### src/rtl/dmux16_stream.sv
// ---------------------------------------------------------------------------
// dmux16_stream
//
// Registered 1-to-2 stream demultiplexer. Each word accepted on the input
// stream goes into a one-entry output slot. in_sel=0 selects slot A and
// in_sel=1 selects slot B. Each output slot has its own valid/ready
// handshake. A slot can be refilled in the same cycle that it drains, so
// each output can carry one word per cycle.
//
// Optional feature (macro DMUX16_COUNT_EN):
//   When the macro is defined, two extra outputs a_count/b_count are
//   present. Each is a 16-bit wrapping count of output handshakes on its
//   slot. When the macro is undefined, these ports do not exist.
//
// Ports:
//   clk               sole clock, rising edge
//   rst               asynchronous active-high reset; clears all state
//   in_data[WIDTH]    input word
//   in_sel            destination select: 0 -> slot A, 1 -> slot B
//   in_valid          producer offers in_data/in_sel
//   in_ready          block accepts this cycle (combinational)
//   a_data/a_valid    slot A contents and full flag
//   a_ready           consumer A takes the word
//   b_data/b_valid    slot B contents and full flag
//   b_ready           consumer B takes the word
//   a_count/b_count   16-bit handshake counters (DMUX16_COUNT_EN only)
// ---------------------------------------------------------------------------
module dmux16_stream #(
  parameter int WIDTH = 16
) (
  input  logic             clk,
  input  logic             rst,
  input  logic [WIDTH-1:0] in_data,
  input  logic             in_sel,
  input  logic             in_valid,
  output logic             in_ready,
  output logic [WIDTH-1:0] a_data,
  output logic             a_valid,
  input  logic             a_ready,
  output logic [WIDTH-1:0] b_data,
  output logic             b_valid,
  input  logic             b_ready
`ifdef DMUX16_COUNT_EN
  ,
  output logic [15:0]      a_count,
  output logic [15:0]      b_count
`endif
);

  // Index 0 is slot A and index 1 is slot B.
  logic             full_reg  [2];
  logic [WIDTH-1:0] data_reg  [2];
  logic [1:0]       out_ready;
  logic [1:0]       target;
  logic [1:0]       fill;
  logic [1:0]       drain;

  assign out_ready = {b_ready, a_ready};
  assign target    = {in_sel, ~in_sel};

  // in_ready depends only on the selected slot. A stalled slot therefore
  // never blocks words that are addressed to the other slot.
  assign in_ready = in_sel ? (!full_reg[1] || b_ready)
                           : (!full_reg[0] || a_ready);

  for (genvar gi = 0; gi < 2; gi++) begin : g_slot
    assign fill[gi]  = in_valid && in_ready && target[gi];
    assign drain[gi] = full_reg[gi] && out_ready[gi];

    // A fill wins over a drain. The slot stays full and takes the new
    // word in place. A drain on its own leaves data unchanged.
    always_ff @(posedge clk or posedge rst) begin
      if (rst) begin
        full_reg[gi] <= 1'b0;
        data_reg[gi] <= '0;
      end else if (fill[gi]) begin
        full_reg[gi] <= 1'b1;
        data_reg[gi] <= in_data;
      end else if (drain[gi]) begin
        full_reg[gi] <= 1'b0;
      end
    end
  end

  assign a_valid = full_reg[0];
  assign a_data  = data_reg[0];
  assign b_valid = full_reg[1];
  assign b_data  = data_reg[1];

`ifdef DMUX16_COUNT_EN
  logic [15:0] count_reg [2];

  for (genvar gi = 0; gi < 2; gi++) begin : g_count
    // The counter wraps naturally from 0xFFFF to 0x0000.
    always_ff @(posedge clk or posedge rst) begin
      if (rst) begin
        count_reg[gi] <= '0;
      end else if (drain[gi]) begin
        count_reg[gi] <= count_reg[gi] + 16'd1;
      end
    end
  end

  assign a_count = count_reg[0];
  assign b_count = count_reg[1];
`endif

endmodule

### config.mk
export PLATFORM = sky130hd
export DESIGN_NAME = dmux16_stream
export DESIGN_NICKNAME = d
export VERILOG_FILES = /design/src/rtl/dmux16_stream.sv
export SDC_FILE = /design/constraint.sdc
export NUM_CORES = 1
export LEC_CHECK = 0
export CORE_UTILIZATION = 42
export DETAILED_ROUTE_END_ITERATION = 8
export PLACE_DENSITY = 0.82
export SLEW_MARGIN = 20
export SYNTH_ARGS = -nofsm -noshare
export SYNTH_HDL_FRONTEND = slang
export SYNTH_SLANG_ARGS = --single-unit
### constraint.sdc
create_clock -name clk -period 1.45 [get_ports clk]
set_input_delay 0.29 -clock clk [delete_from_list [all_inputs] [get_ports clk]]
set_output_delay 0.29 -clock clk [all_outputs]
set_load 0.05 [all_outputs]
==> flow_summary.toml, run 1 <==
[run_status]
status = "complete, but fails checks"
violations = "negative setup slack"

[finish]
nNetsFinal = 170
mostFrequentLayoutCells = "buf_12 (37), dfrtp_1 (32), mux2_2 (22)"
final_common_cell = "buf_12"
final_layout_size_suffix_gt1_share_pct = 61.5
area_growth_pct = 79.7
n_antenna_cell = 0
postLayoutCellArea_um2 = 2460

[power_and_ir_drop]
switchingPower_mw = 1.28
pwr-share-clk_pct = 13.1
p_leak_nw = 1.11
switching_share_pct = 36.9
design_power_total_mw = 3.45
pwr-share-comb_pct = 49.2
ir_drop_mv = 0.976
p_per_area_nw_per_um2 = 1400
internal_power_mw = 2.18
seq_power_share_pct = 37.7

[synthesis]
ys_warn_count = 0
yosysUniqueCellTypes = 15
postSynthCellCount = 79
synthSimpleGateAreaFrac_pct = 5.21
synth_top_area_cell = "dfrtp_1"
synthesis.area_um2 = 1370
synth-xor-area-share_pct = 0
synth_mux_area_share_pct = 29.1
syn_nets = 101
synth_top_area_share_pct = 62.2
synth.ff_latch_count = 34
seq_area_frac_synth_pct = 62.2
synth_adder_area_share_pct = 0
synth_compound_area_share_pct = 0.731
synth_top_family_by_area = "multiplexers"
avgSynthCellArea_um2 = 17.3
yosys-top-cells-area = "dfrtp_1 (62%), mux2_2 (18%), mux2_4 (11%)"

[worst_hold_path]
worst_hold_path_type = "input port to asynchronous set/reset pin"

[detailed_routing]
wl_per_cell_um = 15.3
drt-pass1-iter-count = 4
drt_iter0_drc = 18
viasPerCell = 4.59
drc = 0
ant_nets = 0
routed_wl_mm = 2.94
vias = 881

[placement]
placed_cell_area_um2 = 2380
place_congestion = 0.711
port_buffers = 56
dp_hpwl_mm = 2.26

[grt]
antenna_found_initial = 0
grt_pass1_wl_mm = 4.95
grt.overflow.total = 0
grt_usage_pct = 20.2
grt_max_degree = 35
grt_pass1_vias = 1001

[clock_network]
ctsHoldBuffers = 0
clock_latency_ns = 0.32
root_buffer = "clkbuf_4"
cts_tree = "built"
cts_buffers = 5
htree_levels = 2
cts_sinks = 34
clockBufferDepth = 2
path_clk_slew_ns = 0.10

[timing]
finClkSkew_ns = 0.00972
grt_setup_unrepaired = "yes"
period_share_pct = 101
period_minus_slack_ns = 1.46
setup_slack_ns = -0.0140
report.final.slew_viol_count = 0
finalHoldViolCount = 0
setup_viol = 1
fmax_mhz = 683
fin_tns_setup_ns = -0.0140
worst_pin_slew_ns = 0.258
slew-limit-headroom_pct = 82.8

[worst_setup_path]
rrSetupSlack_ns = 0.10
crit_start = "a_valid$_DFFE_PP0P_"
start_kind = "register"
critPathRequiredTime_ns = 1.16
crit_chain = "nand2b_4 -> nor2_4 -> a21oi_4 -> buf_12"
r2r-end = "a_data[9]$_DFFE_PP0P_"
timing.rr.start = "a_valid$_DFFE_PP0P_"
path_class = "register to primary output"
cp_max_fo = 2
endpoint_kind = "primary output"
slowest_delay_ns = 0.44
rr_worst_depth = 4
cp-endpoint = "in_ready"
crit_arrival_ns = 1.17
critPathSlowestCell = "dfrtp_2"

[floorplan]
initial_core_util_pct = 44.5
dieHeight_um = 59.1
die_w_um = 59.1
num_rows = 20
die_area_um2 = 3490
core_um2 = 3080
io_pins = 57

[run]
cap_violations = 0
## repair_timing
item	4_1_cts	5_1_grt
endpoints found under the setup margin	1	1
pin swaps	2	1
resized for setup	5	0
setup buffers	3	0
cloned	0	0
## worst min path at each step
stage,to,cells past startpoint,slack [ns],from
after global routing,b_data[1]$_DFFE_PP0P_,3,0.33,rst
after floorplan,a_valid$_DFFE_PP0P_,1,0.39,in_sel
final,b_data[1]$_DFFE_PP0P_,3,0.32,rst
after global placement,a_data[2]$_DFFE_PP0P_,1,0.55,a_data[2]$_DFFE_PP0P_
after CTS,b_data[1]$_DFFE_PP0P_,3,0.31,rst
after detailed placement,a_data[11]$_DFFE_PP0P_,1,0.56,a_data[11]$_DFFE_PP0P_
## sequential cells by signal (all words and copies together) (netlist names)
| name | cells |
|---|---|
| a_valid | 1 |
| a_data | 16 |
| b_valid | 1 |
| b_data | 16 |
## critical path: cells and delay by family (launching register included)
family,cells,cell delay [ns]
AO/OA/AOI/OAI,1,0.14
flip-flops,1,0.44
AND/OR/NAND/NOR,2,0.13
buffers and inverters,1,0.15
## through the flow
step | utilization [%] | hold WS [ns] | setup WS [ns] | cells
floorplan | - | 0.394 | 0.00891 | 79
global placement | 77.3 | 0.555 | -0.226 | 182
detailed placement | 77.3 | 0.561 | -0.278 | 182
CTS | 79.9 | 0.311 | -0.0380 | 192
global route | 79.9 | 0.330 | -0.0982 | 192
finish | 79.9 | 0.319 | -0.0140 | 192
## logic make-up (layout without fill, tap and decap cells)
group / after synthesis / count (layout)
buffers and inverters: 4 / 73
muxes: 32 / 32
DFF: 34 / 34
AOI/OAI and AO/OA: 2 / 2
and+or+nand+nor: 7 / 7
## synth_stat cells
cell	n
buf_6	1
o21ai_0	1
nor2_1	1
a21oi_1	1
or2b_1	1
nand2_2	1
nor2_4	1
nand2b_2	1
inv_1	2
mux2_4	10
buf_12	1
mux2_2	22
nor2b_4	1
nand3b_4	1
dfrtp_1	34
## metal layers
layer	vias to the layer above	part of all wire [%]	track usage (%)
met5	-	0	0
met4	0	1.1	8.50
li1	411	-	-
met2	28	59	34.7
met1	438	36	22.2
met3	4	3.6	7.64
## final cells by class
class	count	area, um^2
Timing Repair Buffer	64	993
Multi-Input combinational cell	41	503
Tap cell	44	55.1
Clock buffer	5	37.5
Inverter	2	7.51
Sequential cell	34	853
Fill cell	174	618
Clock inverter	2	10.0
## power by group through the flow
stage	registers (mW)	logic, mW	clock network [mW]
floorplan	1.81	0.256	0
global placement	1.31	1.68	0
detailed placement	1.32	1.70	0
CTS	1.30	1.72	0.484
global route	1.32	1.76	0.538
finish	1.30	1.70	0.453
No activity file was read; power rests on OpenSTA's default activity.
==> run 2: changes to the inputs <==
--- a/config.mk
+++ b/config.mk
@@ -5,9 +5,9 @@
 export SDC_FILE = /design/constraint.sdc
 export NUM_CORES = 1
 export LEC_CHECK = 0
-export CORE_UTILIZATION = 42
+export CORE_UTILIZATION = 45
 export DETAILED_ROUTE_END_ITERATION = 8
-export PLACE_DENSITY = 0.82
+export PLACE_DENSITY = 0.87
 export SLEW_MARGIN = 20
 export SYNTH_ARGS = -nofsm -noshare
 export SYNTH_HDL_FRONTEND = slang
==> constraint.sdc (replaced) <==
create_clock -name clk -period 1.9 [get_ports clk]
set_input_delay 0.38 -clock clk [delete_from_list [all_inputs] [get_ports clk]]
set_output_delay 0.38 -clock clk [all_outputs]
set_load 0.05 [all_outputs]
==> run 2 against run 1 <==
Compared with the run above:
- the flow finishes with violations (design-rule violations)
- count of clock-buffer cells in the layout is 1 higher
- hold slack improved by 0.12 ns
- first-iteration DRC count decreased by 50%
- clock power decreased by 22%
- cell count shrank 8.9%
- total power decreased by 35%
- clock skew is 0.0077 ns higher
- die area fell by 6.5%
- critical endpoint is now a_data[9]
==> flow_summary.toml, run 2 (synthesis gave the netlist of run 1 again) <==
[finish]
fin_util_pct = 74.9
area_growth_pct = 54.8
mostFrequentLayoutCells = "dfrtp_1 (34), dlymetal6s2s_1 (28), clkdlybuf4s50_1 (24)"
final_common_cell = "dfrtp_1"
register_area_um2 = 851
final_layout_size_suffix_gt1_share_pct = 34.7
multiInputGateArea_um2 = 483
nNetsFinal = 166
fill_cells = 186
n_antenna_cell = 0
postLayoutCellArea_um2 = 2120

[worst_setup_path]
path_class = "register to primary output"
critPathRequiredTime_ns = 1.52
critPathBufInv = 1
slowest_delay_ns = 0.80
critPathSlowestCell = "clkdlybuf4s50_1"
crit_arrival_ns = 1.48
endpoint_kind = "primary output"
timing.rr.start = "b_valid$_DFFE_PP0P_"
crit_start = "a_data[9]$_DFFE_PP0P_"
start_kind = "register"
crit_chain = "clkdlybuf4s50_1"
path_delay_family = "buffers and inverters"
cp_max_fo = 2

[clock_network]
root_buffer = "clkbuf_4"
cts_sinks = 34
post_cts_resized = 2
clockBufferDepth = 2
cts_buffers = 5
ctsHoldBuffers = 0
clock_latency_ns = 0.32
cts_tree = "built"
post-cts-setup-buffers = 0
htree_levels = 2
path_clk_slew_ns = 0.11

[placement]
placed_cell_area_um2 = 2000
place_congestion = 0.737
dp_hpwl_mm = 2.03
port_buffers = 56

[power_and_ir_drop]
switchingPower_mw = 0.891
pwr-share-comb_pct = 43.8
switching_share_pct = 39.4
ir_drop_mv = 0.731
internal_power_mw = 1.37
p_leak_nw = 1.16
p_per_area_nw_per_um2 = 1070
seq_power_share_pct = 40.5
pwr-share-clk_pct = 15.7

[timing]
fin_tns_setup_ns = 0
slew-limit-headroom_pct = 64.7
report.final.slew_viol_count = 0
finClkSkew_ns = 0.0174
grt_setup_unrepaired = "no"
setup_viol = 0
period_minus_slack_ns = 1.86
fmax_mhz = 537
worst_pin_slew_ns = 0.529
period_share_pct = 98.0
finalHoldViolCount = 0

[grt]
grt_usage_pct = 18.4
grt_pass1_vias = 937
grt_pass1_wl_mm = 4.44
grt.overflow.total = 0
grt_max_degree = 35
antenna_found_initial = 0

[floorplan]
core_um2 = 2830
initial_core_util_pct = 48.4
num_rows = 19
die_area_um2 = 3270
dieHeight_um = 57.2
io_pins = 57
die_w_um = 57.2

[detailed_routing]
vias = 852
viasPerCell = 4.87
ant_nets = 0
routed_wl_mm = 2.75
drt_iter0_drc = 9
wl_per_cell_um = 15.7
drc = 4
drt-pass1-iter-count = 5

[run_status]
violations = "design-rule violations"
status = "complete, but fails checks"

[worst_hold_path]
worst_hold_path_type = "input port to asynchronous set/reset pin"

[run]
cap_violations = 0
[run 2: cell count changes in the layout (fill, tap and decap cells not counted), sizes merged]
cell	before	now
buf	43	6
dlymetal6s2s	0	28
clkdlybuf4s50	19	24
clkinv	2	0
clkbuf	5	6
clkinvlp	0	1
[run 2: layout make-up]
class	count	share of cell area (%)
clock buffers	6	1.95
inverters	2	0.354
flip-flops and latches	34	40.1
repair buffers	60	32.6
well taps	31	1.83
clock inverters	1	0.354
multi-input cells	41	22.8
[run 2: power groups by stage]
stage	Clock, mW	Sequential [mW]	Combinational (mW)
floorplan	0	1.38	0.193
global placement	0	0.925	0.997
detailed placement	0	0.935	1.01
CTS	0.369	0.920	1.00
global route	0.400	0.931	1.02
finish	0.355	0.916	0.988
[run 2: through the flow]
| stage | std cells | total power, mW | hold WS [ns] | setup slack [ns] |
|---|---|---|---|---|
| 2_1_floorplan | 79 | 1.58 | 0.487 | 0.271 |
| 3_3_place_gp | 168 | 1.92 | 0.487 | 0.127 |
| 3_5_place_dp | 168 | 1.94 | 0.492 | 0.0972 |
| 4_1_cts | 175 | 2.29 | 0.450 | 0.000305 |
| 5_1_grt | 175 | 2.35 | 0.471 | 0.000465 |
| 6_report | 175 | 2.26 | 0.443 | 0.0375 |
[run 2: final timing paths]
check	end	slack, ns	cells past startpoint
max in group asynchronous	b_data[9]$_DFFE_PP0P_	1.14	3
hold reg to reg	a_data[3]$_DFFE_PP0P_	0.51	1
min in group clk	a_data[3]$_DFFE_PP0P_	0.51	1
setup reg to reg	b_data[15]$_DFFE_PP0P_	0.63	4
setup / recovery	a_data[9]	0.04	1
hold / removal	b_data[5]$_DFFE_PP0P_	0.44	3
[run 2: metal layers]
| layer | wire, um | vias up | GRT usage [%] | share of wire (%) |
|---|---|---|---|---|
| met5 | 0 | - | 0 | 0 |
| met2 | 1520 | 22 | 31.6 | 55 |
| met3 | 108 | 2 | 4.99 | 3.9 |
| li1 | - | 405 | - | - |
| met4 | 27 | 0 | 7.32 | 0.98 |
| met1 | 1090 | 423 | 21.9 | 40 |
==> run 3: changes to the inputs <==
--- a/config.mk
+++ b/config.mk
@@ -5,10 +5,13 @@
 export SDC_FILE = /design/constraint.sdc
 export NUM_CORES = 1
 export LEC_CHECK = 0
-export CORE_UTILIZATION = 45
+export CELL_PAD_IN_SITES_DETAIL_PLACEMENT = 0
+export CELL_PAD_IN_SITES_GLOBAL_PLACEMENT = 1
+export CORE_UTILIZATION = 36
 export DETAILED_ROUTE_END_ITERATION = 8
 export PLACE_DENSITY = 0.87
 export SLEW_MARGIN = 20
 export SYNTH_ARGS = -nofsm -noshare
 export SYNTH_HDL_FRONTEND = slang
 export SYNTH_SLANG_ARGS = --single-unit
+export TNS_END_PERCENT = 20
==> run 3 against run 2 <==
Compared with the run above:
- the run now ends clean
- non-clock buffer count is 2 higher
- first-iteration DRC count is 100% higher
- core utilization fell by 16 points
- highest routed layer unchanged
==> flow_summary.toml, run 3 (synthesis gave the netlist of run 1 again) <==
[run_status]
status = "finished, final reports clean"

[worst_hold_path]
worst_hold_path_type = "input port to asynchronous set/reset pin"

[finish]
final_layout_size_suffix_gt1_share_pct = 36.1
layoutNonFillerInstCount = 195
n_antenna_cell = 0
area_growth_pct = 56.3
final_common_cell = "clkdlybuf4s50_1"
nNetsFinal = 168
mostFrequentLayoutCells = "clkdlybuf4s50_1 (54), dfrtp_1 (34), mux2_2 (22)"

[floorplan]
die_area_um2 = 4050
num_rows = 22
core_um2 = 3660
die_w_um = 63.7
initial_core_util_pct = 37.4
dieHeight_um = 63.7
io_pins = 57

[detailed_routing]
viasPerCell = 4.56
vias = 889
drt-pass1-iter-count = 4
ant_nets = 0
wl_per_cell_um = 14.8
drt_iter0_drc = 18
routed_wl_mm = 2.89
drc = 0

[power_and_ir_drop]
switchingPower_mw = 0.933
pwr-share-clk_pct = 22.0
switching_share_pct = 37.7
p_per_area_nw_per_um2 = 1160
seq_power_share_pct = 37.3
ir_drop_mv = 0.629
p_leak_nw = 0.930
design_power_total_mw = 2.48
internal_power_mw = 1.54
pwr-share-comb_pct = 40.7

[clock_network]
clockBufferDepth = 2
path_clk_slew_ns = 0.07
cts_tree = "built"
htree_levels = 2
cts_sinks = 34
cts_buffers = 5
clock_latency_ns = 0.28
ctsHoldBuffers = 0
post-cts-setup-buffers = 0
root_buffer = "clkbuf_8"

[timing]
fmax_mhz = 543
slew-limit-headroom_pct = 65.1
finalHoldViolCount = 0
worst_pin_slew_ns = 0.522
grt_setup_unrepaired = "no"
setup_viol = 0
period_minus_slack_ns = 1.84
finClkSkew_ns = 0.00534
period_share_pct = 96.9
report.final.slew_viol_count = 0
fin_tns_setup_ns = 0

[worst_setup_path]
path_delay_family = "buffers and inverters"
start_kind = "register"
path_class = "register to primary output"
rr_worst_depth = 4
endpoint_kind = "primary output"
cp_max_fo = 2
slowest_delay_ns = 0.82
crit_arrival_ns = 1.46
critPathRequiredTime_ns = 1.52
critPathBufInv = 1
critical_path_depth = 1
critPathSlowestCell = "clkdlybuf4s50_1"
crit_chain = "clkdlybuf4s50_1"

[grt]
grt_pass1_vias = 992
antenna_found_initial = 0
grt_usage_pct = 16.8
grt_max_degree = 17
grt.overflow.total = 0
grt_pass1_wl_mm = 4.97

[placement]
dp_hpwl_mm = 2.19
port_buffers = 56
place_congestion = 0.761
place_inst = 187

[run]
cap_violations = 0
## run 3: cell types whose count changed in the layout (fill, tap and decap cells not counted), sizes merged
cell	previous run	this run
clkdlybuf4s50	24	54
dlymetal6s2s	28	1
dlygate4sd2	2	0
buf	6	7
clkinv	0	1
## run 3: per-layer routing
metal	wire [um]	track usage, %	vias to the layer above
met1	1170	18.9	441
met5	0	0	-
met3	152	6.34	4
met4	35	6.82	0
li1	-	-	409
met2	1530	28.5	35
## run 3: metrics by stage
step | cell area (um^2) | hold WS, ns | setup WS (ns) | utilization (%)
global placement | 2040 | 0.486 | 0.111 | 55.8
floorplan | 1370 | 0.487 | 0.271 | -
CTS | 2140 | 0.398 | 0.0359 | 58.4
global route | 2140 | 0.419 | 0.0165 | 58.4
detailed placement | 2040 | 0.492 | 0.0735 | 55.8
finish | 2140 | 0.383 | 0.0580 | 58.4
## run 3: timing repair
item / CTS / global route
setup endpoints to repair: 0 / 1
resized for setup: 0 / 1
endpoints found under the hold margin: 0 / 0
## run 3: power groups by stage
stage | Sequential (mW) | Combinational [mW] | Clock, mW
finish | 0.922 | 1.01 | 0.545
detailed placement | 0.934 | 1.02 | 0
CTS | 0.924 | 1.02 | 0.563
floorplan | 1.38 | 0.193 | 0
global placement | 0.927 | 1.00 | 0
global route | 0.938 | 1.05 | 0.588
## run 3: final cells by class
class	count	area [um^2]
multi-input combinational	41	483
tap	48	60.1
clock buffer	6	82.6
inverter	2	7.51
sequential	34	851
fill	311	1520
clock inverter	2	12.5
timing repair buffer	62	643
## run 3: worst paths after layout
path	slack (ns)	end	from
max	0.06	b_data[5]	b_data[5]$_DFFE_PP0P_
min	0.38	a_data[6]$_DFFE_PP0P_	rst
max reg2reg	0.62	b_data[11]$_DFFE_PP0P_	b_valid$_DFFE_PP0P_
min reg2reg	0.50	a_data[3]$_DFFE_PP0P_	a_data[3]$_DFFE_PP0P_
max in group asynchronous	1.04	a_data[2]$_DFFE_PP0P_	rst
min in group clk	0.50	a_data[3]$_DFFE_PP0P_	a_data[3]$_DFFE_PP0P_
==> variant (settings of run 3) <==
`WIDTH`: 16 -> 32.
--- a/src/rtl/dmux16_stream.sv
+++ b/src/rtl/dmux16_stream.sv
@@ -26,7 +26,7 @@
 //   a_count/b_count   16-bit handshake counters (DMUX16_COUNT_EN only)
 // ---------------------------------------------------------------------------
 module dmux16_stream #(
-  parameter int WIDTH = 16
+  parameter int WIDTH = 32
 ) (
   input  logic             clk,
   input  logic             rst,
Ports: changed (resized a_data, b_data and in_data); port bits go from 57 to 105. The function was not compared with the original's and may differ.
==> variant against run 3 <==
  * Clock power is 110% higher
  * Highest routed layer unchanged
  * Worst setup slack got worse by 0.014 ns
  * Final area is 87% higher
  * Total power grew 94%
  * Routed wire length is 84% higher
  * Synthesized area grew 84%
  * Utilization rose by 0.53 points
  * Sequential cell count is 32 higher
  * Maximum frequency decreased by 0.77%
==> variant: results <==
export IMPL_place_ws_ns=-0.03984
export IMPL_critical_path_max_stage_delay_ns=0.81
export IMPL_nFillCells=536
export IMPL_place_hpwl_um=3709
export IMPL_peakVddDrop_uv=566.5
export IMPL_holdPathEnd="b_data[7]"
export IMPL_ctsRootBufferMaster="sky130_fd_sc_hd__clkbuf_8"
export IMPL_placement_io_buffers=104
export IMPL_antenna_violating_nets_post_route=0
export IMPL_syn_num_nets=185
export IMPL_clk_insertion_delay_late_ns=0.32
export IMPL_cellLeakagePower_uw=0.002006
export IMPL_via_count_of_the_first_global_routing_pass=1721
export IMPL_num_nets_final=301
export IMPL_drive_above_1_share=0.3619
export IMPL_result_of_the_run="completed"
export IMPL_synth_seq_area_share=0.6544
export IMPL_place_gp_congestion=0.6573
export IMPL_postCtsSetupRepairBufs=0
export IMPL_synth_warnings=0
export IMPL_groute_usage_overall=0.1561
export IMPL_worst_endpoint_arrival_ns=1.48
export IMPL_grt_max_degree=67
export IMPL_post_route_skew_ns=0.006571
export IMPL_grt_pass1_wl_um=8666
export IMPL_htree_levels=3
export IMPL_cell_family_with_most_cp_delay="buffers and inverters"
export IMPL_avgRoutedWirePerCell_um=14.63
export IMPL_crit_reg2reg_capture="a_data[11]"
export IMPL_hold_class="reg2reg"
export IMPL_fin_worst_hold_slack_ns=0.4919
export IMPL_synthTopCellsByArea="sky130_fd_sc_hd__dfrtp_1, sky130_fd_sc_hd__mux2_2, sky130_fd_sc_hd__buf_6, sky130_fd_sc_hd__clkbuf_8, sky130_fd_sc_hd__mux2_1"
export IMPL_r2r_start="a_valid"
export IMPL_r2r_setup_slack_ns=0.47
export IMPL_worst_setup_hold_path_clk_slew_ns=0.06
export IMPL_cts_buffers_inserted=9
export IMPL_initialDrtViolationCount=42
export IMPL_hold_start="b_data[7]"
export IMPL_timing_reg2reg_worst_path_depth=4
export IMPL_grt_antenna_before_repair=0
export IMPL_viasPerCell=4.475
export IMPL_slew_margin_rel=0.6497
export IMPL_synth_cells_most_frequent="sky130_fd_sc_hd__dfrtp_1, sky130_fd_sc_hd__mux2_2, sky130_fd_sc_hd__buf_6"
export IMPL_critPathMaxFanout=2
export IMPL_netSwitchingFraction=0.3722
[variant: changes by cell type after synthesis, sizes merged]
cell,before,now
dfrtp,34,66
mux2,32,64
buf,2,4
clkbuf,0,2
and2b,0,1
nand3b,1,0
nor2b,1,0
nor3b,0,1
[variant: logic make-up (layout without fill, tap and decap cells)]
logic type | count (synthesis) | count (layout) | synth area share
DFF | 66 | 66 | 0.6544
and+or+nand+nor | 7 | 7 | 0.02429
buffers and inverters | 8 | 129 | 0.03173
AOI/OAI and AO/OA | 2 | 2 | 0.003962
muxes | 64 | 64 | 0.2856
[variant: what timing repair did]
action / 4_1_cts / 5_1_grt
hold buffers: 0 / 0
gates resized for setup: 1 / 41
endpoints found under the setup margin: 1 / 41
[variant: power by group through the flow]
| stage | clock network (uW) | logic (uW) | registers (uW) |
|---|---|---|---|
| 2_1_floorplan | 0 | 313 | 2700 |
| 3_3_place_gp | 0 | 1870 | 1800 |
| 3_5_place_dp | 0 | 1900 | 1810 |
| 4_1_cts | 1210 | 1900 | 1790 |
| 5_1_grt | 1270 | 1930 | 1810 |
| 6_report | 1170 | 1860 | 1780 |
[variant: worst max-delay path by stage]
stage | start | endpoint | slack [ns] | cells after the start
after floorplan | b_valid | in_ready | -0.11 | 2
after global placement | in_sel | b_data[12] | -0.01 | 5
after detailed placement | in_sel | b_data[10] | -0.04 | 5
after CTS | b_data[17] | b_data[17] | 0.0002 | 1
after global routing | b_data[30] | b_data[30] | -0.001 | 1
final | a_data[2] | a_data[2] | 0.04 | 1
[variant: layer usage]
layer / GRT usage / up-vias / part of all wire
met5: 0 / - / 0
met4: 0.06818 / 0 / 0.014
met3: 0.05582 / 9 / 0.076
met2: 0.2509 / 64 / 0.50
met1: 0.1900 / 812 / 0.41
li1: - / 744 / -
[variant: area by class of cell]
| type | instances | share of cell area |
|---|---|---|
| flip-flops and latches | 66 | 0.4122 |
| well taps | 96 | 0.02998 |
| multi-input cells | 73 | 0.1986 |
| clock buffers | 14 | 0.04060 |
| inverters | 2 | 0.002811 |
| clock inverters | 2 | 0.008745 |
| repair buffers | 111 | 0.3070 |
[variant: worst register-to-register path: stages, from the launching register on]
cell and delay, ns:
sky130_fd_sc_hd__dfrtp_1 0.39, sky130_fd_sc_hd__nand2b_2 0.08, sky130_fd_sc_hd__nor3b_4 0.22, sky130_fd_sc_hd__buf_12 0.24, sky130_fd_sc_hd__mux2_2 0.39
[variant: stage by stage]
step | utilization | area [um^2] | setup TNS [ns] | std cells
CTS | 0.5744 | 3902 | 0 | 364
global route | 0.5897 | 4006 | -0.001356 | 364
global placement | 0.5455 | 3706 | -0.1248 | 348
finish | 0.5897 | 4006 | 0 | 364
detailed placement | 0.5455 | 3706 | -1.350 | 348
floorplan | - | 2527 | -0.1099 | 147
